### src/rtl/cam_rx_pkg.sv
// cam_rx_pkg: shared FSM state encoding and default geometry for the DVP camera receiver.
//   state_t / WAIT_CFG, SKIP, WAIT_VS, ACTIVE : receiver FSM states
//   DEF_* : default parameter values for dvp_pixel_rx
package cam_rx_pkg;
   typedef logic [1:0] state_t;
   localparam state_t WAIT_CFG = 2'd0;
   localparam state_t SKIP     = 2'd1;
   localparam state_t WAIT_VS  = 2'd2;
   localparam state_t ACTIVE   = 2'd3;
   localparam int DEF_DATA_W        = 8;
   localparam int DEF_BYTES_PER_PIX = 2;
   localparam int DEF_SKIP_FRAMES   = 30;
   localparam int DEF_H_ACTIVE      = 640;
   localparam int DEF_V_ACTIVE      = 480;
   localparam int DEF_CNT_W         = 12;
endpackage

### src/rtl/dvp_byte_packer.sv
// dvp_byte_packer: gathers BYTES_PER_PIX bus beats into one pixel word, first beat in the MSBs.
//   clk, rst  : clock, synchronous active-high reset
//   en        : beat qualifier (one beat per cycle)
//   clr       : restart the beat count (line ended)
//   data      : sensor beat
//   word      : packed pixel, valid while done=1 (includes the current beat)
//   done      : current beat completes a pixel
//   partial   : some beats of an unfinished pixel are held
module dvp_byte_packer #(
   parameter int DATA_W        = 8,
   parameter int BYTES_PER_PIX = 2
) (
   input  logic                            clk,
   input  logic                            rst,
   input  logic                            en,
   input  logic                            clr,
   input  logic [DATA_W-1:0]               data,
   output logic [DATA_W*BYTES_PER_PIX-1:0] word,
   output logic                            done,
   output logic                            partial
);
   localparam logic [1:0] LAST = 2'(BYTES_PER_PIX - 1);
   logic [1:0] beat;
   assign done    = en & (beat == LAST);
   assign partial = beat != 2'd0;
   always_ff @(posedge clk) begin
      if (rst || clr) beat <= 2'd0;
      else if (en) beat <= done ? 2'd0 : beat + 2'd1;
   end
   generate
      if (BYTES_PER_PIX == 1) begin : g_one
         assign word = data;
      end else begin : g_shift
         localparam int PREV_W = (BYTES_PER_PIX - 1) * DATA_W;
         logic [PREV_W-1:0] sreg;
         // keep only the most recent BYTES_PER_PIX-1 beats; the current beat completes the word
         always_ff @(posedge clk) begin
            if (rst) sreg <= '0;
            else if (en) sreg <= PREV_W'({sreg, data});
         end
         assign word = {sreg, data};
      end
   endgenerate
endmodule

### src/rtl/dvp_pixel_rx.sv
// dvp_pixel_rx: DVP camera receiver; waits for sensor config, skips start-up frames, packs
// beats into pixels, tags coordinates/markers and checks frame geometry.
// Optional crop window enabled by macro CAM_CROP_EN.
//   cmos_pclk, RST        : pixel clock, synchronous active-high reset
//   cfg_done              : sensor configuration complete (asynchronous level)
//   cmos_vsyn, cmos_href  : vsync (high = blanking), line valid
//   cmos_data             : sensor bus
//   crop_x0/y0/w/h        : crop window, sampled at vsync fall (CAM_CROP_EN only)
//   pix_data, pix_en      : packed pixel and its 1-cycle valid strobe
//   pix_sof, pix_eol      : first pixel of frame, last pixel of line (with pix_en)
//   pix_x, pix_y          : pixel coordinates
//   frame_err             : 1-cycle pulse on a geometry error
//   frame_cnt             : delivered frames, wrapping
module dvp_pixel_rx import cam_rx_pkg::*; #(
   parameter int DATA_W        = DEF_DATA_W,
   parameter int BYTES_PER_PIX = DEF_BYTES_PER_PIX,
   parameter int SKIP_FRAMES   = DEF_SKIP_FRAMES,
   parameter int H_ACTIVE      = DEF_H_ACTIVE,
   parameter int V_ACTIVE      = DEF_V_ACTIVE,
   parameter int CNT_W         = DEF_CNT_W
) (
   input  logic                            cmos_pclk,
   input  logic                            RST,
   input  logic                            cfg_done,
   input  logic                            cmos_vsyn,
   input  logic                            cmos_href,
   input  logic [DATA_W-1:0]               cmos_data,
`ifdef CAM_CROP_EN
   input  logic [CNT_W-1:0]                crop_x0,
   input  logic [CNT_W-1:0]                crop_y0,
   input  logic [CNT_W-1:0]                crop_w,
   input  logic [CNT_W-1:0]                crop_h,
`endif
   output logic [DATA_W*BYTES_PER_PIX-1:0] pix_data,
   output logic                            pix_en,
   output logic                            pix_sof,
   output logic                            pix_eol,
   output logic [CNT_W-1:0]                pix_x,
   output logic [CNT_W-1:0]                pix_y,
   output logic                            frame_err,
   output logic [7:0]                      frame_cnt
);
   localparam logic [CNT_W-1:0] H_N    = CNT_W'(H_ACTIVE);
   localparam logic [CNT_W-1:0] V_N    = CNT_W'(V_ACTIVE);
   localparam logic [7:0]       SKIP_N = 8'(SKIP_FRAMES);
   logic cfg_s1, cfg_sync, vs_d1, vs_d2, href_d;
   state_t state;
   logic [7:0] skip_cnt;
   logic [CNT_W-1:0] x_cnt, y_cnt, rel_x, rel_y;
   logic [DATA_W*BYTES_PER_PIX-1:0] word;
   logic done, partial, win, sof, eol;
   wire vs_rise   = vs_d1 & ~vs_d2;
   wire vs_fall   = ~vs_d1 & vs_d2;
   wire cap       = (state == ACTIVE) & cmos_href & ~cmos_vsyn;
   wire line_end  = (state == ACTIVE) & href_d & ~cmos_href;
   wire frame_end = (state == ACTIVE) & vs_rise;
   wire in_frame  = (x_cnt < H_N) & (y_cnt < V_N);

   dvp_byte_packer #(.DATA_W(DATA_W), .BYTES_PER_PIX(BYTES_PER_PIX)) u_packer (
      .clk(cmos_pclk), .rst(RST), .en(cap), .clr(~cmos_href), .data(cmos_data),
      .word(word), .done(done), .partial(partial)
   );

`ifdef CAM_CROP_EN
   localparam logic [CNT_W:0] ONE = (CNT_W+1)'(1);
   logic [CNT_W-1:0] cx0, cy0, cw, ch;
   logic [CNT_W:0] xe_raw, ye_raw, xe, ye;
   // window end coordinates (exclusive), clipped to the active frame
   always_comb begin
      xe_raw = {1'b0, cx0} + {1'b0, cw};
      ye_raw = {1'b0, cy0} + {1'b0, ch};
      xe     = (xe_raw > {1'b0, H_N}) ? {1'b0, H_N} : xe_raw;
      ye     = (ye_raw > {1'b0, V_N}) ? {1'b0, V_N} : ye_raw;
      win    = in_frame & (x_cnt >= cx0) & ({1'b0, x_cnt} < xe) & (y_cnt >= cy0) & ({1'b0, y_cnt} < ye);
      rel_x  = x_cnt - cx0;
      rel_y  = y_cnt - cy0;
      sof    = (x_cnt == cx0) & (y_cnt == cy0);
      eol    = ({1'b0, x_cnt} + ONE) == xe;
   end
   always_ff @(posedge cmos_pclk) begin
      if (RST) begin
         cx0 <= '0;
         cy0 <= '0;
         cw  <= '0;
         ch  <= '0;
      end else if (vs_fall) begin
         cx0 <= crop_x0;
         cy0 <= crop_y0;
         cw  <= crop_w;
         ch  <= crop_h;
      end
   end
`else
   always_comb begin
      win   = in_frame;
      rel_x = x_cnt;
      rel_y = y_cnt;
      sof   = (x_cnt == '0) & (y_cnt == '0);
      eol   = x_cnt == H_N - CNT_W'(1);
   end
`endif

   always_ff @(posedge cmos_pclk) begin
      if (RST) begin
         cfg_s1   <= 1'b0;
         cfg_sync <= 1'b0;
         vs_d1    <= 1'b0;
         vs_d2    <= 1'b0;
         href_d   <= 1'b0;
      end else begin
         cfg_s1   <= cfg_done;
         cfg_sync <= cfg_s1;
         vs_d1    <= cmos_vsyn;
         vs_d2    <= vs_d1;
         href_d   <= cmos_href;
      end
   end

   always_ff @(posedge cmos_pclk) begin
      if (RST || !cfg_sync) begin
         state    <= WAIT_CFG;
         skip_cnt <= 8'd0;
      end else begin
         case (state)
            WAIT_CFG: state <= SKIP;
            SKIP:
               if (skip_cnt == SKIP_N) state <= WAIT_VS;
               else if (vs_rise) skip_cnt <= skip_cnt + 8'd1;
            WAIT_VS: if (vs_fall) state <= ACTIVE;
            default: if (vs_rise) state <= WAIT_VS;
         endcase
      end
   end

   always_ff @(posedge cmos_pclk) begin
      if (RST) begin
         pix_data  <= '0;
         pix_en    <= 1'b0;
         pix_sof   <= 1'b0;
         pix_eol   <= 1'b0;
         pix_x     <= '0;
         pix_y     <= '0;
         frame_err <= 1'b0;
         frame_cnt <= 8'd0;
         x_cnt     <= '0;
         y_cnt     <= '0;
      end else begin
         pix_en  <= done & win;
         pix_sof <= done & win & sof;
         pix_eol <= done & win & eol;
         if (done && win) begin
            pix_data <= word;
            pix_x    <= rel_x;
            pix_y    <= rel_y;
         end
         x_cnt <= !cmos_href ? '0 : done ? x_cnt + CNT_W'(1) : x_cnt;
         y_cnt <= vs_fall ? '0 : (line_end && x_cnt != '0) ? y_cnt + CNT_W'(1) : y_cnt;
         // partial pixel and wrong line length share one pulse; over-long lines are caught here too
         frame_err <= (line_end & (partial | (x_cnt != H_N))) | (frame_end & (y_cnt != V_N));
         if (frame_end) frame_cnt <= frame_cnt + 8'd1;
      end
   end
endmodule

### config.mk
export PLATFORM = sky130hd
export DESIGN_NAME = dvp_pixel_rx
export DESIGN_NICKNAME = d
export VERILOG_FILES = /design/src/rtl/cam_rx_pkg.sv /design/src/rtl/dvp_byte_packer.sv /design/src/rtl/dvp_pixel_rx.sv
export SDC_FILE = /design/constraint.sdc
export NUM_CORES = 1
export LEC_CHECK = 0
export CAP_MARGIN = 20
export CORE_MARGIN = 3
export CORE_UTILIZATION = 40
export CTS_CLUSTER_SIZE = 8
export DETAILED_ROUTE_END_ITERATION = 12
export DONT_BUFFER_PORTS = 1
export GPL_ROUTABILITY_DRIVEN = 0
export SLEW_MARGIN = 10
export SYNTH_ARGS = -nofsm -noshare
export SYNTH_HDL_FRONTEND = slang
export SYNTH_HIERARCHICAL = 1
export SYNTH_SLANG_ARGS = --single-unit
### constraint.sdc
create_clock -name cmos_pclk -period 3.29 [get_ports cmos_pclk]
set_input_delay 0.658 -clock cmos_pclk [delete_from_list [all_inputs] [get_ports cmos_pclk]]
set_output_delay 0.658 -clock cmos_pclk [all_outputs]
set_load 0.05 [all_outputs]
---- Word level (Yosys, flattened, before mapping) ----
Cells that the tools add are included.
operators by class
  bitwise operators ....................... 22
  reductions and logical operators ........ 15
  add/subtract/negate cells ............... 5
  equal/unequal tests ..................... 10
  magnitude comparators ................... 2
  mux-type cells .......................... 5
operator list
  cell                   count
  $add 12x1->12 const B  2
  $logic_not 12->1       2
  $add 8x1->8 const B    2
  $and 1x1->1            15
  $eq 12x10->1 const B   1
  $lt 12x10->1 const B   1
  $lt 12x9->1 const B    1
  $ne 12x10->1 const B   1
  $ne 12x9->1 const B    1
  $reduce_bool 12->1     1
  $eq 8x5->1 const B     1
  $mux 2                 4
  $pmux 2 s3             1
  $reduce_and 3->1       2
  $not 1->1              5
  $eq 2x1->1 const B     2
  $eq 2x2->1 const B     2
  $ne 2x2->1 const B     2
  $reduce_bool 4->1      1
  $reduce_or 2->1        2
  $add 2x1->2 const B    1
  $logic_and 1x1->1      2
  $logic_not 2->1        1
  $logic_or 1x1->1       2
  other kinds (3)        4
storage, ports and cells
  output and inout port bits .............. 52
  flip-flop bits (word level) ............. 101
  word-level logic and storage cells ...... 78
  input bits .............................. 13

---- Logic depth before layout (Yosys ltp) ----
Gate-level depths: netlist of run 1.
  depth in word-level cells ............... 6
  depth in mapped cells ................... 11
  depth with buffers taken out ............ 8

---- Cells and area by module ----
Netlist of run 1, hierarchy kept.
by module, submodules not included
  module           times used  cells an instance  sequential area each (µm²)  area an instance (µm²)
  dvp_pixel_rx     1           440                1,821.7                     4,116.4
  dvp_byte_packer  1           43                 200.2                       429.2

---- Worst setup path before layout of run 1 ----
OpenSTA, ideal clock, no wires.
  path kind ............................... input -> register
  start point ............................. input port cmos_href
  end point ............................... register pix_data[0]
  data required time ...................... 3.218 ns
  buffers on the path ..................... 3
  library setup time ...................... 0.072 ns
  cell stages on the path ................. 10
  slack ................................... 0.817 ns
  arrival ................................. 2.402 ns
  cell sequence ........................... inv_1 > nor3_1 > buf_6 > nand2_1 > nor2_1 > nand3_1 > and4b_1 > clkbuf_1 > buf_2 > mux2i_1
on the way
  longest elaborated chain between the ends .. 4
RTL lines
  what                       RTL line               text
  from (decl)                dvp_pixel_rx.sv:26     input logic cmos_href,
  $and 1x1->1 (2 in series)  dvp_pixel_rx.sv:54     wire cap = (state == ACTIVE) & cmos_href & ~cmos_vsyn;
  via cap                    dvp_pixel_rx.sv:54
  $and 1x1->1                dvp_byte_packer.sv:24  assign done = en & (beat == LAST);
  via done                   dvp_pixel_rx.sv:51     logic done, partial, win, sof, eol;
  $logic_and 1x1->1          dvp_pixel_rx.sv:151    if (done && win) begin
  to (signal assigned)       dvp_pixel_rx.sv:152    pix_data <= word;
  to (decl)                  dvp_pixel_rx.sv:34     output logic [DATA_W*BYTES_PER_PIX-1:0] pix_data,
The timed path passes the listed nets, and every way through them passes these cells.
A chain may end at the register's enable or synchronous reset.

---- Worst setup path after layout of run 1 ----
  start point ............................. register state[1]
  end point ............................... register pix_x[1]
on the way
  longest elaborated chain between the ends .. 5
RTL lines
  what                       RTL line               text
  from (decl)                dvp_pixel_rx.sv:47     state_t state;
  from (signal assigned)     dvp_pixel_rx.sv:121    state <= WAIT_CFG;
  from (signal assigned)     dvp_pixel_rx.sv:125    WAIT_CFG: state <= SKIP;
  from (signal assigned)     dvp_pixel_rx.sv:127    if (skip_cnt == SKIP_N) state <= WAIT_VS;
  $eq 2x2->1                 dvp_pixel_rx.sv:54
  $and 1x1->1 (2 in series)  dvp_pixel_rx.sv:54
  via cap                    dvp_pixel_rx.sv:54
  $and 1x1->1                dvp_byte_packer.sv:24
  via done                   dvp_pixel_rx.sv:51
  $logic_and 1x1->1          dvp_pixel_rx.sv:151
  to (signal assigned)       dvp_pixel_rx.sv:153    pix_x <= rel_x;
  to (decl)                  dvp_pixel_rx.sv:38     output logic [CNT_W-1:0] pix_x,
The timed path passes the listed nets, and every way through them passes these cells.

==> reports/metrics.cfg, run 1 <==
[yosys]
synth_area_per_cell_um2=9.41
netlist_instances=483
synth-seq-cells=101
synth_cell_types=48
yosysSeqAreaShare_pct=44.5
syn_area_um2=4550
async_reset_ff_share_pct=0
yosysWarnings=6
synthesis.nets=503
synth_edf_count=0
ys.flop_type=dfxtp_1

[critical_path]
cp_top_family=simple AND/OR/NAND/NOR gates
cp_slowest_stage_delay_ns=0.57
critical_path.most_common_cell=nand2_1
worstPathArrival_ns=2.78
reg2reg_depth=8
cp_slowest_cell=and4b_2
r2r-end=pix_x[1]$_SDFFE_PP0P_
path_cells=nand2_1 > nor3_2 > nand2_1 > nor2_1 > nand3_1 > and4b_2 > buf_12 > mux2i_1
rrSetupSlack_ns=0.78
critPathKind=register to register
cp_max_fo=32
r2r_start=state[1]$_SDFFE_PP0P_
critPathLaunchType=register
crit_buf_inv=1
worstPathRequired_ns=3.56
crit_path_end_kind=register

[finish]
layout.cells.non_filler=603
drive_gt1_share_pct=5.62
n_antenna_cell=0
area_delta_synth_final_pct=6.74
num-nets-final=478

[sta]
fin_worst_skew_ns=0.0129
clock.fmax_mhz=398
post-route-period-util_pct=76.4
rsz0062_at_grt=no
worst_slew_pin_slew_ns=0.734
finalSetupTns_ns=0
setup_viol=0
final_max_slew_viol_count=0
hold_viol=0
slew_headroom_pct=51.1
min_period_ns=2.51

[pwr]
swShare_pct=22.7
clkPwrFrac_pct=45.5
power_density_nw_per_um2=476
power_frac_seq_pct=53.2
internal-power_uw=1780
pwr-share-comb_pct=1.3
static-leakage-power_uw=0.00156
ir_drop_mv=0.259
p_switching_uw=524

[floorplan]
row_count=38
core_area_um2=11000
die_w_um=113
num_io_pins=65
die-area_um2=12700
die_h_um=113
initial_core_util_pct=41.4

[run]
maxCapViolCount=0

[clock_network]
clkTransAtPathRegs_ns=0.08
ctsHtreeMaxLevel=3
ctsHoldBuffers=0
clkSinkCount=101
ctsResizeCount=0
cts_buffers=9
cts_tree=yes
cts-root-buf=clkbuf_16
cts_buffer_depth=2
cts_setup_buffers=0
clk_latency_ns=0.35

[routing]
firstDrtPassIters=4
drt_iter0_markers=109
wl_um=8610
ant_nets=0
drc=0
wl_per_cell_um=14.3
vias_per_cell=5.19
num_vias=3131

[grt]
grt_max_degree=107
grt_use_total_pct=14.3
grt_pass1_wl_um=15000
antenna_found_initial=0
grt_pass1_vias=3037
grt_overflow=0

[min_path]
min_to=u_packer/g_shift.sreg[0]$_SDFFE_PP0P_
hp-start=RST
holdPathStages=1
min_path_type=input port to register

[outcome]
outcome=finished, final reports clean

[placement]
io_buffers=0
dpl.hpwl_um=5850
placed_cells=587

-- layout by cell type, fill, tap and decap left out, drive strengths merged, types with 7 or more instances in the layout --
cell type / instances
xnor2: 11
inv: 13
xor2: 10
nand4: 12
ha: 7
o21ai: 8
nor3b: 7
nand2b: 73
nor2b: 8
dfxtp: 101
or4: 10
a21oi: 14
nand2: 25
clkbuf: 9
or3: 7
nor2: 36
mux2i: 44
o31ai: 8
nand3: 9
-- worst max-delay path by stage --
stage                                     start  slack [ns]  cells after the start                  endpoint
after global routing      state[0]$_SDFFE_PP0P_        0.46                      8  pix_data[7]$_SDFFE_PP0P_
after global placement                cmos_href        0.72                      8     pix_x[5]$_SDFFE_PP0P_
after detailed placement              cmos_href        0.63                      8     pix_x[5]$_SDFFE_PP0P_
after CTS                 state[1]$_SDFFE_PP0P_        0.76                      8     pix_x[1]$_SDFFE_PP0P_
final                     state[1]$_SDFFE_PP0P_        0.78                      8     pix_x[1]$_SDFFE_PP0P_
after floorplan                       cmos_href        0.82                     10  pix_data[0]$_SDFFE_PP0P_
-- cell families (layout without fill, tap and decap cells) --
kind of cell | count (synthesis) | count (layout) | synth area share [%]
xor gates and xnor gates | 21 | 21 | 4.05
DFF | 101 | 101 | 44.5
buffers and inverters | 47 | 27 | 5.28
muxes | 44 | 44 | 9.69
and+or+nand+nor | 220 | 220 | 28.6
AOI/OAI and AO/OA | 43 | 43 | 5.95
adders and majority gates | 7 | 7 | 1.93
-- routing by layer --
| layer | GRT usage, % | vias to the layer above | wire length, um |
|---|---|---|---|
| met2 | 22.8 | 59 | 4100 |
| met3 | 4.91 | 6 | 478 |
| met4 | 5.21 | 0 | 95 |
| met5 | 0 | - | 0 |
| met1 | 17.9 | 1464 | 3930 |
| li1 | - | 1602 | - |
-- metrics by stage --
| stage | cell area [um2] | power (uW) | setup WS (ns) | util [%] | hold WS [ns] |
|---|---|---|---|---|---|
| final | 4850 | 2310 | 0.778 | 44.2 | 0.375 |
| after global routing | 4850 | 2400 | 0.457 | 44.2 | 0.358 |
| after CTS | 4850 | 2340 | 0.760 | 44.2 | 0.358 |
| after detailed placement | 4550 | 1290 | 0.626 | 41.4 | 0.424 |
| after global placement | 4550 | 1290 | 0.723 | 41.4 | 0.425 |
| after floorplan | 4550 | 1300 | 0.817 | - | 0.414 |
-- flip-flops by register name, indices dropped and copies added (netlist names), 2 cells and up --
signal and flops:
rel_x 12, pix_x 12, pix_data 16, pix_y 12
u_packer/g_shift.sreg 8, frame_cnt 8, u_packer/beat 2, rel_y 12
state 2, skip_cnt 8
-- area by class of cell --
class,instances,area (um2)
repair buffers,2,27.5
well taps,140,175
clock buffers,9,225
inverters,9,33.8
multi-input cells,335,2290
clock inverters,7,78.8
flip-flops and latches,101,2020
fillers,1057,6130
-- cells in the mapped netlist (3+ instances only) --
master / n / area share, %
nand4_1: 12 / 1.7
and3_1: 4 / 0.55
or4_1: 10 / 1.7
o211ai_1: 3 / 0.50
nor4_1: 4 / 0.55
nand2_1: 25 / 2.1
nor2_1: 36 / 3.0
a211oi_1: 3 / 0.50
nand2b_1: 73 / 10
buf_2: 9 / 0.99
dfxtp_1: 101 / 44
or3_1: 6 / 0.83
ha_1: 7 / 1.9
nand3_1: 9 / 0.99
nor3_1: 5 / 0.55
nor2b_1: 8 / 1.1
and4b_1: 4 / 0.88
xor2_1: 10 / 1.9
inv_1: 9 / 0.74
nor3b_1: 7 / 1.2
mux2i_1: 44 / 9.7
a21oi_1: 14 / 1.5
o21ai_1: 4 / 0.44
xnor2_1: 11 / 2.1
o31ai_1: 8 / 1.3
buf_6: 3 / 0.74
and4_1: 3 / 0.58
buf_4: 8 / 1.3
o21ai_0: 4 / 0.44
clkbuf_1: 17 / 1.4
-- power by group through the flow --
stage	registers [uW]	logic, uW	clock network, uW
global placement	1260	29.6	0
CTS	1230	30.1	1090
global route	1230	31.6	1140
finish	1230	29.5	1050
floorplan	1260	46.0	0
detailed placement	1260	30.0	0
No activity file was read; power rests on OpenSTA's default activity.
==> run 2, diff against run 1 <==
==> constraint.sdc (replaced) <==
create_clock -name cmos_pclk -period 2 [get_ports cmos_pclk]
set_input_delay 0.4 -clock cmos_pclk [delete_from_list [all_inputs] [get_ports cmos_pclk]]
set_output_delay 0.4 -clock cmos_pclk [all_outputs]
set_load 0.05 [all_outputs]
==> reports/metrics.cfg, run 2 (synthesis results as in run 1) <==
[outcome]
outcome=finished, final reports clean

[floorplan]
die_w_um=113
row_count=38
num_io_pins=65
core_area_um2=11000
die_h_um=113
initial_core_util_pct=41.4
die-area_um2=12700

[finish]
largest_reg_flops=16
n_antenna_cell=0
fillers=1084
final_core_util_pct=46.1
multi_input_area_um2=2300
seq_area_um2=2020
num-nets-final=507
mostFrequentLayoutCells=100 x dfxtp_1, 73 x nand2b_1, 44 x mux2i_1, 35 x nor2_1, 30 x buf_4
final_common_cell=dfxtp_1
drive_gt1_share_pct=12.0
layout.cells.non_filler=632
regMostFlops=pix_data
design_area_um2=5060
area_delta_synth_final_pct=11.4

[sta]
hold_viol=0
worst_slew_pin_slew_ns=0.608
final_max_slew_viol_count=0
slew_headroom_pct=59.3
post-route-period-util_pct=93.0
fin_worst_skew_ns=0.00680
clock.fmax_mhz=538
finalSetupTns_ns=0
rsz0062_at_grt=no
setup_viol=0
min_period_ns=1.86

[critical_path]
critPathKind=register to register
crit_path_end_kind=register
reg2reg_depth=8
critPathLaunchType=register
cp_max_fo=31
startpoint=state[0]$_SDFFE_PP0P_
r2r_start=state[0]$_SDFFE_PP0P_
worstPathArrival_ns=2.12
worstPathRequired_ns=2.26

[grt]
grt_pass1_wl_um=15500
grt_use_total_pct=14.8
antenna_found_initial=0
grt_max_degree=107
grt_overflow=0
grt_pass1_vias=3124

[placement]
io_buffers=0
dpl.hpwl_um=6240
placed_cells=616
place_area_um2=4770

[routing]
num_vias=3214
ant_nets=0
wl_um=9170
wl_per_cell_um=14.5
firstDrtPassIters=4
drc=0
vias_per_cell=5.09
drt_iter0_markers=167

[min_path]
holdPathStages=1
min_path_type=input port to register
hp-start=RST

[pwr]
ir_drop_mv=0.483
power_density_nw_per_um2=739
p_total_uw=3740
static-leakage-power_uw=0.00171

[clock_network]
cts_tree=yes
clk_latency_ns=0.34
cts_buffers=9
cts_buffer_depth=2
ctsHtreeMaxLevel=3
clkTransAtPathRegs_ns=0.07
cts-root-buf=clkbuf_16
clkSinkCount=101
ctsHoldBuffers=0

[run]
maxCapViolCount=0

==> run 2: cell types whose count changed in the layout (fill, tap and decap cells not counted), sizes merged <==
cell | previous run | this run
inv | 13 | 11
clkinvlp | 0 | 1
buf | 2 | 31
clkbuf | 9 | 10
==> run 2: what timing repair did <==
item,4_1_cts,5_1_grt
buffers inserted,0,0
setup endpoints to repair,0,8
resized for setup,0,3
==> run 2: critical path, stage by stage, from the launching register on <==
cell and delay, ns:
dfxtp_1 0.34, nand2_1 0.07, nor3_2 0.15, nand2_1 0.13, nor2_4 0.11, nand3_1 0.08, and4b_2 0.40, buf_12 0.26
mux2i_1 0.23
==> run 2: final cells by class <==
| cell class | count | share of cell area [%] |
|---|---|---|
| inverters | 9 | 0.667 |
| flip-flops and latches | 101 | 40.0 |
| clock buffers | 10 | 4.72 |
| repair buffers | 31 | 4.84 |
| well taps | 140 | 3.46 |
| clock inverters | 6 | 0.914 |
| multi-input cells | 335 | 45.4 |
==> run 2: power breakdown <==
part | internal [uW] | switching [uW] | total (uW)
Combinational | 32.1 | 19.1 | 51.3
Sequential | 2010 | 4.29 | 2020
Clock | 890 | 781 | 1670
Total | 2940 | 804 | 3740
==> run 2: path summary, 6_finish.rpt <==
path | to | slack [ns]
max | pix_data[12]$_SDFFE_PP0P_ | 0.14
min | u_packer/g_shift.sreg[7]$_SDFFE_PP0P_ | 0.12
max reg2reg | pix_data[12]$_SDFFE_PP0P_ | 0.14
min reg2reg | cfg_sync$_SDFF_PP0_ | 0.44
==> run 2: metrics by stage <==
stage,hold slack [ns],setup slack (ns)
3_5_place_dp,0.422,-0.00295
6_report,0.124,0.141
2_1_floorplan,0.414,0.000527
4_1_cts,0.118,0.0475
3_3_place_gp,0.426,0.101
5_1_grt,0.110,0.00681
==> run 2: metal layers <==
layer / GRT usage, % / wire [um]
met1: 19.8 / 4480
met2: 23.4 / 4120
met3: 4.10 / 447
met4: 4.57 / 110
met5: 0 / 0
==> run 3, diff against run 2 <==
--- a/config.mk
+++ b/config.mk
@@ -8,6 +8,7 @@
 export CAP_MARGIN = 20
 export CORE_MARGIN = 3
 export CORE_UTILIZATION = 40
+export CTS_BUF_LIST = sky130_fd_sc_hd__clkbuf_4
 export CTS_CLUSTER_SIZE = 8
 export DETAILED_ROUTE_END_ITERATION = 12
 export DONT_BUFFER_PORTS = 1
==> reports/metrics.cfg, run 3 (synthesis results as in run 1) <==
[outcome]
outcome=finished, final reports clean

[routing]
wl_met3_um=461
drt_iter0_markers=133
num_vias=3231
topRoutingLayerUsed=met4
wl_per_cell_um=14.5
m1WireLength_um=4610
firstDrtPassIters=4
wl_um=9240
drc=0
route.met2.wl_um=4040
ant_nets=0
vias_per_cell=5.08

[finish]
largest_reg_flops=16
final_common_cell=dfxtp_1
drive_gt1_share_pct=11.7
fillers=1094
num-nets-final=511
n_antenna_cell=0
regMostFlops=pix_data
mostFrequentLayoutCells=100 x dfxtp_1, 73 x nand2b_1, 44 x mux2i_1, 35 x nor2_1, 30 x buf_4
area_delta_synth_final_pct=8.70
layout.cells.non_filler=636

[sta]
post-route-period-util_pct=93.4
hold_viol=0
final_max_slew_viol_count=0
fin_worst_skew_ns=0.0134
clock.fmax_mhz=535
worst_hold_slack_ns=0.0770
setup_viol=0
finalSetupTns_ns=0
layout_setup_ws_ns=0.132
rsz0062_at_grt=no
slew_headroom_pct=55.8
worst_slew_pin_slew_ns=0.661
min_period_ns=1.87

[placement]
dpl.hpwl_um=6240
dp_worst_setup_slack_ns=-0.00295
io_buffers=0
placed_cells=616

[pwr]
ir_drop_mv=0.368
power_density_nw_per_um2=619
static-leakage-power_uw=0.00165
p_total_uw=3060

[clock_network]
cts-root-buf=clkbuf_4
clkSinkCount=101
cts_buffers=9
cts_buffer_depth=2
clkTransAtPathRegs_ns=0.15
clk_latency_ns=0.44
cts_tree=yes
ctsHtreeMaxLevel=3

[floorplan]
die_h_um=113
die-area_um2=12700
core_area_um2=11000
num_io_pins=65
die_w_um=113
initial_core_util_pct=41.4
row_count=38

[critical_path]
critical_path.most_common_cell=or4_1
cp_slowest_cell=or4_1
worstPathArrival_ns=2.25
worstPathRequired_ns=2.38
cp_top_family=simple AND/OR/NAND/NOR gates
critPathKind=register to register
cp_slowest_stage_delay_ns=0.55
path_cells=ha_1 > nand2_1 > or4_1 > or4_1 > a21oi_1
crit_buf_inv=0
crit_path_end_kind=register
cp_max_fo=6
critPathLaunchType=register

[grt]
grt_use_total_pct=15.1
grt_pass1_vias=3157
antenna_found_initial=0
grt_max_degree=80
grt_pass1_wl_um=15600
grt_overflow=0

[min_path]
min_path_type=input port to register

[run]
maxCapViolCount=0

## run 3: per-stage QoR
stage          instance area (um2)  utilization [%]
2_1_floorplan                 4580                -
3_3_place_gp                  4770             43.5
3_5_place_dp                  4770             43.5
4_1_cts                       4910             44.7
5_1_grt                       4940             45.0
6_report                      4940             45.0
## run 3: path summary, 6_finish.rpt
| path | startpoint | to | slack (ns) | cells past startpoint |
|---|---|---|---|---|
| worst max-delay path | rel_y[1]$_SDFFE_PP0P_ | rel_y[10]$_SDFFE_PP0P_ | 0.13 | 5 |
| worst min-delay path | cmos_vsyn | vs_d1$_SDFF_PP0_ | 0.08 | 1 |
| worst max register to register | rel_y[1]$_SDFFE_PP0P_ | rel_y[10]$_SDFFE_PP0P_ | 0.13 | 5 |
| worst min register to register | cfg_s1$_SDFF_PP0_ | cfg_sync$_SDFF_PP0_ | 0.45 | 1 |
## run 3: routing by layer
| metal | vias up | global-route usage, % |
|---|---|---|
| met3 | 8 | 4.26 |
| met2 | 55 | 23.3 |
| li1 | 1667 | - |
| met5 | - | 0 |
| met4 | 0 | 5.05 |
| met1 | 1501 | 20.2 |
## run 3: repair_timing
action	in CTS	in global routing
setup buffers	0	0
hold buffers	2	1
endpoints found under the hold margin	28	1
endpoints found under the setup margin	0	9
gates resized for setup	0	3
## run 3: final cells by class
cell class / instances / area (um2) / share of cell area (%)
clock inverter: 7 / 50.0 / 1.01
tap: 140 / 175 / 3.55
inverter: 9 / 33.8 / 0.684
timing repair buffer: 35 / 290 / 5.87
sequential: 101 / 2020 / 40.9
clock buffer: 9 / 67.6 / 1.37
multi-input combinational: 335 / 2300 / 46.6
## run 3: power breakdown
group          internal [uW]  switching (uW)
Clock                    264             701
Combinational           38.7            30.5
Sequential              2020            4.07
Total                   2320             735
